[src/rtl/alu_cmd_issuer.sv]
// Queues tagged ALU commands and drives a registered 64-bit ALU, one command in flight.
// Latency: accept -> response is 3 cycles from idle. cmd_ready drops when the FIFO is full; rsp_* hold until rsp_ready.
module alu_cmd_issuer #(
  parameter int WIDTH = 64,
  parameter int DEPTH = 4,
  parameter int TAG_W = 4
) (
  input  logic                     clk,
  input  logic                     reset,
  input  logic                     cmd_valid,
  output logic                     cmd_ready,
  input  logic [WIDTH-1:0]         cmd_a,
  input  logic [WIDTH-1:0]         cmd_b,
  input  logic [3:0]               cmd_op,
  input  logic [TAG_W-1:0]         cmd_tag,
  output logic [WIDTH-1:0]         alu_a,
  output logic [WIDTH-1:0]         alu_b,
  output logic [3:0]               alu_op,
  input  logic [WIDTH-1:0]         alu_result,
  output logic                     rsp_valid,
  input  logic                     rsp_ready,
  output logic [WIDTH-1:0]         rsp_result,
  output logic [TAG_W-1:0]         rsp_tag,
  output logic [$clog2(DEPTH):0]   count,
  output logic                     busy
);

  localparam int AW = $clog2(DEPTH);
  localparam int CW = AW + 1;
  localparam logic [CW-1:0] FULL = CW'(DEPTH);

  typedef enum logic [1:0] {IDLE, SETUP, WAIT, RESP} state_t;

  state_t            state, next_state;
  logic [WIDTH-1:0]  a_mem   [DEPTH];
  logic [WIDTH-1:0]  b_mem   [DEPTH];
  logic [3:0]        op_mem  [DEPTH];
  logic [TAG_W-1:0]  tag_mem [DEPTH];
  logic [AW-1:0]     wr_ptr, rd_ptr;
  logic [CW-1:0]     count_q;
  logic [TAG_W-1:0]  tag_q;
  logic              push, pop;

  // Readiness looks only at registered occupancy, so a same-cycle pop never frees a slot.
  assign cmd_ready = (count_q != FULL);
  assign count     = count_q;
  assign push      = cmd_valid & cmd_ready;
  assign busy      = (state != IDLE) || (count_q != '0);

  always_comb begin
    next_state = state;
    pop        = 1'b0;
    case (state)
      IDLE: begin
        if (count_q != '0) begin
          pop        = 1'b1;
          next_state = SETUP;
        end
      end
      SETUP: next_state = WAIT;
      WAIT:  next_state = RESP;
      RESP: begin
        if (rsp_ready) begin
          if (count_q != '0) begin
            pop        = 1'b1;
            next_state = SETUP;
          end else begin
            next_state = IDLE;
          end
        end
      end
      default: next_state = IDLE;
    endcase
  end

  // Storage needs no reset: entries are only read while count says they are valid.
  always_ff @(posedge clk) begin
    if (push) begin
      a_mem[wr_ptr]   <= cmd_a;
      b_mem[wr_ptr]   <= cmd_b;
      op_mem[wr_ptr]  <= cmd_op;
      tag_mem[wr_ptr] <= cmd_tag;
    end
  end

  always_ff @(posedge clk) begin
    if (reset) begin
      state      <= IDLE;
      wr_ptr     <= '0;
      rd_ptr     <= '0;
      count_q    <= '0;
      alu_a      <= '0;
      alu_b      <= '0;
      alu_op     <= '0;
      tag_q      <= '0;
      rsp_valid  <= 1'b0;
      rsp_result <= '0;
      rsp_tag    <= '0;
    end else begin
      state <= next_state;
      if (push) wr_ptr <= wr_ptr + AW'(1);
      if (pop) begin
        alu_a  <= a_mem[rd_ptr];
        alu_b  <= b_mem[rd_ptr];
        alu_op <= op_mem[rd_ptr];
        tag_q  <= tag_mem[rd_ptr];
        rd_ptr <= rd_ptr + AW'(1);
      end
      case ({push, pop})
        2'b10:   count_q <= count_q + CW'(1);
        2'b01:   count_q <= count_q - CW'(1);
        default: count_q <= count_q;
      endcase
      // The ALU result is only meaningful one cycle after it sampled the operands.
      if (state == WAIT) begin
        rsp_result <= alu_result;
        rsp_tag    <= tag_q;
        rsp_valid  <= 1'b1;
      end else if (state == RESP && rsp_ready) begin
        rsp_valid <= 1'b0;
      end
    end
  end

endmodule

[config.mk]
export PLATFORM = sky130hd
export DESIGN_NAME = alu_cmd_issuer
export DESIGN_NICKNAME = d
export VERILOG_FILES = /design/src/rtl/alu_cmd_issuer.sv
export SDC_FILE = /design/constraint.sdc
export NUM_CORES = 1
export LEC_CHECK = 0
export CORE_ASPECT_RATIO = 1.4
export CORE_MARGIN = 2
export CORE_UTILIZATION = 65
export DETAILED_ROUTE_END_ITERATION = 10
export DONT_BUFFER_PORTS = 1
export PLACE_DENSITY_LB_ADDON = 0.05
export SLEW_MARGIN = 10
export SYNTH_ARGS = -nofsm -noshare
export SYNTH_HDL_FRONTEND = slang
export SYNTH_SLANG_ARGS = --single-unit
export TNS_END_PERCENT = 100
[constraint.sdc]
create_clock -name clk -period 13.25 [get_ports clk]
set_input_delay 2.65 -clock clk [delete_from_list [all_inputs] [get_ports clk]]
set_output_delay 2.65 -clock clk [all_outputs]
set_load 0.02 [all_outputs]
-- Word level (Yosys, flattened, before mapping)
Memory sizes are Yosys's and may differ from the RTL's. A register that Yosys moved wholly into a read port is not among the register bits.
Cells that the tools add are included.
- input bits: 204
- output and inout port bits: 206
- flip-flop bits (word level): 78
- memories: 4
- memory bits (writable): 544
- add/sub/neg operators: 4
- muxes and demuxes: 12
- reduce and logical (&&, ||, !) cells: 8
- equal/unequal tests: 8
- bitwise logic cells: 1
- memories (name ; depth ; width ; read ports ; clocked after memory_dff ; write ports ; line ; RTL):
    a_mem ; 4 ; 64 ; 1 ; 1 ; 1 ; 35 ; logic [WIDTH-1:0] a_mem [DEPTH];
    b_mem ; 4 ; 64 ; 1 ; 1 ; 1 ; 36 ; logic [WIDTH-1:0] b_mem [DEPTH];
    op_mem ; 4 ; 4 ; 1 ; 1 ; 1 ; 37 ; logic [3:0] op_mem [DEPTH];
    tag_mem ; 4 ; 4 ; 1 ; 1 ; 1 ; 38 ; logic [TAG_W-1:0] tag_mem [DEPTH];
- operator list (operator ; count):
    $pmux 2 s4 ; 1
    $mux 1 ; 7
    $eq 2x2->1 const B ; 3
    $pmux 3 s2 ; 1
    $reduce_bool 2->1 ; 3
    $add 2x1->2 const B ; 2
    $eq 2x1->1 const B ; 2
    $mux 2 ; 2
    $ne 2x2->1 const B ; 2
    $add 3x1->3 const B ; 1
    $ne 3x3->1 const B ; 1
    $reduce_bool 3->1 ; 1
    $sub 3x1->3 const B ; 1
    $logic_not 2->1 ; 1
    $pmux 1 s2 ; 1
    $reduce_and 2->1 ; 1
    $and 1x1->1 ; 1
    $logic_and 1x1->1 ; 1
    $logic_or 1x1->1 ; 1

-- Longest topological paths before layout
- word-level depth: 6
- mapped depth: 10

-- Least setup slack after synthesis
No wires, ideal clock.
- path type: input-to-reg
- from: in cmd_valid
- to: mem a_mem[3][0], enable pin
- required time: 12.738 ns
- buffers on the path: 1
- stages on the path: 2
- setup slack: 6.647 ns
- setup time: 0.512 ns
- data arrival time: 6.090 ns
- cells stage by stage: buf_1 and3_1
- cells in the longest elaborated chain, start to end: 3
- RTL lines (element ; line ; RTL):
    start: declaration ; 10 ; input logic cmd_valid,
    $and 1x1->1 ; 47 ; assign push = cmd_valid & cmd_ready;
    $mux 1 ; 78 ; if (push) begin
    $mux 1 (not written as such) ; 79 ; a_mem[wr_ptr] <= cmd_a;
    end: declaration ; 35 ;
No other way between the ends.

-- Final worst setup path
- from: reg count_q[2] (netlist: count[2])
- to: out cmd_ready
- cells in the longest elaborated chain, start to end: 1
- RTL lines (element ; line ; RTL):
    start: declaration ; 40 ; logic [CW-1:0] count_q;
    start signal: assignment ; 110 ; 2'b10: count_q <= count_q + CW'(1);
    start signal: assignment ; 111 ; 2'b01: count_q <= count_q - CW'(1);
    start signal: assignment ; 112 ; default: count_q <= count_q;
    $ne 3x3->1 ; 45 ; assign cmd_ready = (count_q != FULL);
    end: declaration ; 11 ; output logic cmd_ready,
No other way between the ends.

==> out/metrics.csv <==
stage,metric,value,unit
synthesis,top cell type's share of synthesized area,59.08,%
final_layout,Layout Cells excl Fill,2058,
timing,Slew headroom,19.31,%
detailed_routing,vias per cell,6.288,
cts,H-tree depth,3,
placed_design,dpl cells,1928,
final_layout,share of post-route cells with drive strength above 1,17.59,%
timing,fmax,217.9,MHz
detailed_routing,"wirelength, routed",53660,µm
worst_setup_path,crit end category,primary output,
cts,setup bufs post-CTS,0,
worst_setup_path,Worst Path Arrival,1940,ps
cts,Max clock buf depth,3,
cts,Clock transition at path regs,60,ps
floorplan,FP Rows,89,
pwr,Psw,1.900,mW
worst_setup_path,Setup Crit Path Kind,flop to primary output,
worst_setup_path,worst reg-to-reg path cell count,3,
timing,max-slew violation count,0,
hold_path,Worst Hold Class,flop to flop,
pwr,power density over the cells,213.6,nW/µm²
final_layout,"commonest non-fill, non-tap cell in the layout",edfxtp_1,
floorplan,Initial Util,65.69,%
timing,Clock Skew,25.74,ps
final_layout,ANT cells,0,
detailed_routing,Vias,12941,
worst_setup_path,stages on the worst setup path,1,
pwr,Max IR drop VDD,143.3,µV
grt,largest net degree at the start of global routing,152,
detailed_routing,wire per inst,26.07,µm
placed_design,Port Buffers,0,
cts,clock sink count,758,
cts,worst-skew pair later-pin latency,590,ps
worst_setup_path,crit-path cells,or3b_2,
synthesis,Syn Std Cell Area,27650,µm²
synthesis,async set or reset register ratio after synthesis,0,%
final_layout,Post-layout nets,1668,
status,status,"complete, no violations",
placed_design,Post-DP Area,28090,µm²
worst_setup_path,crit-path leading delay family,simple AND/OR/NAND/NOR gates,
cts,Num CTS Buffers,70,
timing,Final min period,4589,ps
final_layout,Final Cell Area,30460,µm²
final_layout,Filler cells,2534,
pwr,P_leak,9.779,nW
timing,Slew @ Worst Pin,1210,ps
timing,Final TNS setup,0,ps
synthesis,top cell type by total area after synthesis,edfxtp_1,
synthesis,"Avg Cell Area, Syn",18.95,µm²
worst_setup_path,Buffers & Inverters on Critical Path,0,
cts,number of gates resized after CTS,0,
synthesis,Synth Register Bits,758,
floorplan,Ports,410,
timing,Final period util,34.63,%
worst_setup_path,Startpoint Class,flop,
worst_setup_path,Max Fanout on Critical Path,10,
final_layout,most frequent cells in the layout,"544 x edfxtp_1, 212 x dfxtp_1, 136 x mux4_2",
pwr,Reg power frac,54.1,%
synthesis,Post-synth EDFFs,544,
synthesis,Synthesis Warnings,0,
synthesis,count of different cell masters after synthesis,41,
detailed_routing,# DRC,0,
cts,CTS tree,yes,
floorplan,die width,178.3,µm
placed_design,gp weighted congestion,0.7334,
grt,vias in the first global route,13136,
detailed_routing,ANT nets after route,0,
final_layout,Final Util,72.36,%
grt,Total GRT Usage,24.14,%
pwr,Sw Ratio,29.19,%
grt,GRT Residual Overflow,0,
timing,unrepaired setup endpoints after global routing,no,
synthesis,predominant post-synthesis flop cell,edfxtp_1,
cts,CTS Root Buffer Type,clkbuf_16,
cts,CTS Hold Bufs,0,
hold_path,hold path cells,2,
synthesis,register area share after synthesis,74.57,%
synthesis,synth top area cells,"edfxtp_1 59%, dfxtp_1 15%, mux4_2 11%",
timing,# setup viols final,0,
placed_design,DPL Wire Length,30660,µm
pwr,Clock power frac,31.3,%
pwr,Final Power,6.507,mW
grt,initial antenna violation count,0,
final_layout,Area Overhead vs Synth,10.15,%
detailed_routing,drt first pass iters,5,
synthesis,post-synthesis cell count,1459,
pwr,Comb power frac,14.6,%
flow_run,Max Cap Viol,0,
worst_setup_path,CP max stage cell,or3b_2,
pwr,P_int,4.607,mW
worst_setup_path,CP max stage delay,690,ps
floorplan,Die Height,248.0,µm
floorplan,Core Region,42090,µm²
worst_setup_path,critical path required time,10600,ps
floorplan,die area,44230,µm²
timing,Hold Fails Final Rpt,0,
detailed_routing,drt initial violations,774,
synthesis,Mapped Nets,1673,
grt,first-pass GRT wire length,78650,µm
[through the flow]
step	setup WS, ps	hold WS, ps
floorplan	6647	455.0
global placement	8177	473.7
detailed placement	8222	468.6
CTS	8618	477.4
global route	8571	502.8
finish	8661	477.9
[power groups by stage]
stage	clock network, mW	logic [mW]	registers [mW]
final	2.03	0.951	3.52
after global routing	2.16	1.03	3.57
after CTS	2.07	0.966	3.53
after detailed placement	0	0.963	3.58
after global placement	0	0.946	3.56
after floorplan	0	0.789	3.45
[logic make-up (layout without fill, tap and decap cells)]
group	after synthesis	after routing	share of synthesized area, %
adders and majority gates	10	10	0.4797
xor gates and xnor gates	2	2	0.06336
and+or+nand+nor	233	233	4.647
buffers and inverters	99	152	1.647
muxes	207	207	13.66
DFF	758	758	74.57
AOI/OAI and AO/OA	150	150	4.932
[registers in the layout, indices dropped and copies added (netlist names), 3 cells and up]
| signal | flops |
|---|---|
| alu_op | 4 |
| op_mem | 16 |
| tag_mem | 16 |
| alu_b | 64 |
| rsp_result | 64 |
| tag_q | 4 |
| a_mem | 256 |
| b_mem | 256 |
| alu_a | 64 |
| rsp_tag | 4 |
| count | 3 |
[layer usage]
metal | routed length, µm | global-route usage [%] | up-vias
met4 | 1680 | 8.824 | 0
li1 | - | - | 5775
met2 | 26630 | 39.95 | 475
met3 | 5366 | 9.142 | 90
met1 | 19980 | 29.16 | 6601
met5 | 0 | 0 | -
[cell type report]
cell class | instances | area, µm² | share of cell area, %
repair buffers | 17 | 127.6 | 0.4190
multi-input cells | 602 | 6636 | 21.79
well taps | 546 | 683.2 | 2.243
inverters | 5 | 18.77 | 0.06162
clock inverters | 28 | 325.3 | 1.068
clock buffers | 102 | 2038 | 6.692
flip-flops and latches | 758 | 20630 | 67.73
[worst paths after layout]
kind | from | end | slack, ps
worst max-delay path | count[2]$_SDFFE_PP0P_ | cmd_ready | 8660
worst min-delay path | tag_q[2]$_SDFFE_PP0P_ | tag_q[2]$_SDFFE_PP0P_ | 480
worst max register to register | count[0]$_SDFFE_PP0P_ | a_mem[1][36]$_DFFE_PP_ | 9690
worst min register to register | tag_q[2]$_SDFFE_PP0P_ | tag_q[2]$_SDFFE_PP0P_ | 480
[cells in the mapped netlist (4+ instances only)]
library cell  instances
inv_1                 5
a21o_1                4
dfxtp_1             214
nor2_1               73
mux2i_1              69
and2_1               68
buf_1                 5
buf_6                 5
edfxtp_1            544
o2bb2ai_1            68
mux4_2              136
ha_1                  9
clkbuf_1             51
nand2b_1             69
and3_1                4
buf_2                29
a21oi_1               6
a221o_1              68
Power figures use the tool's default switching activity.
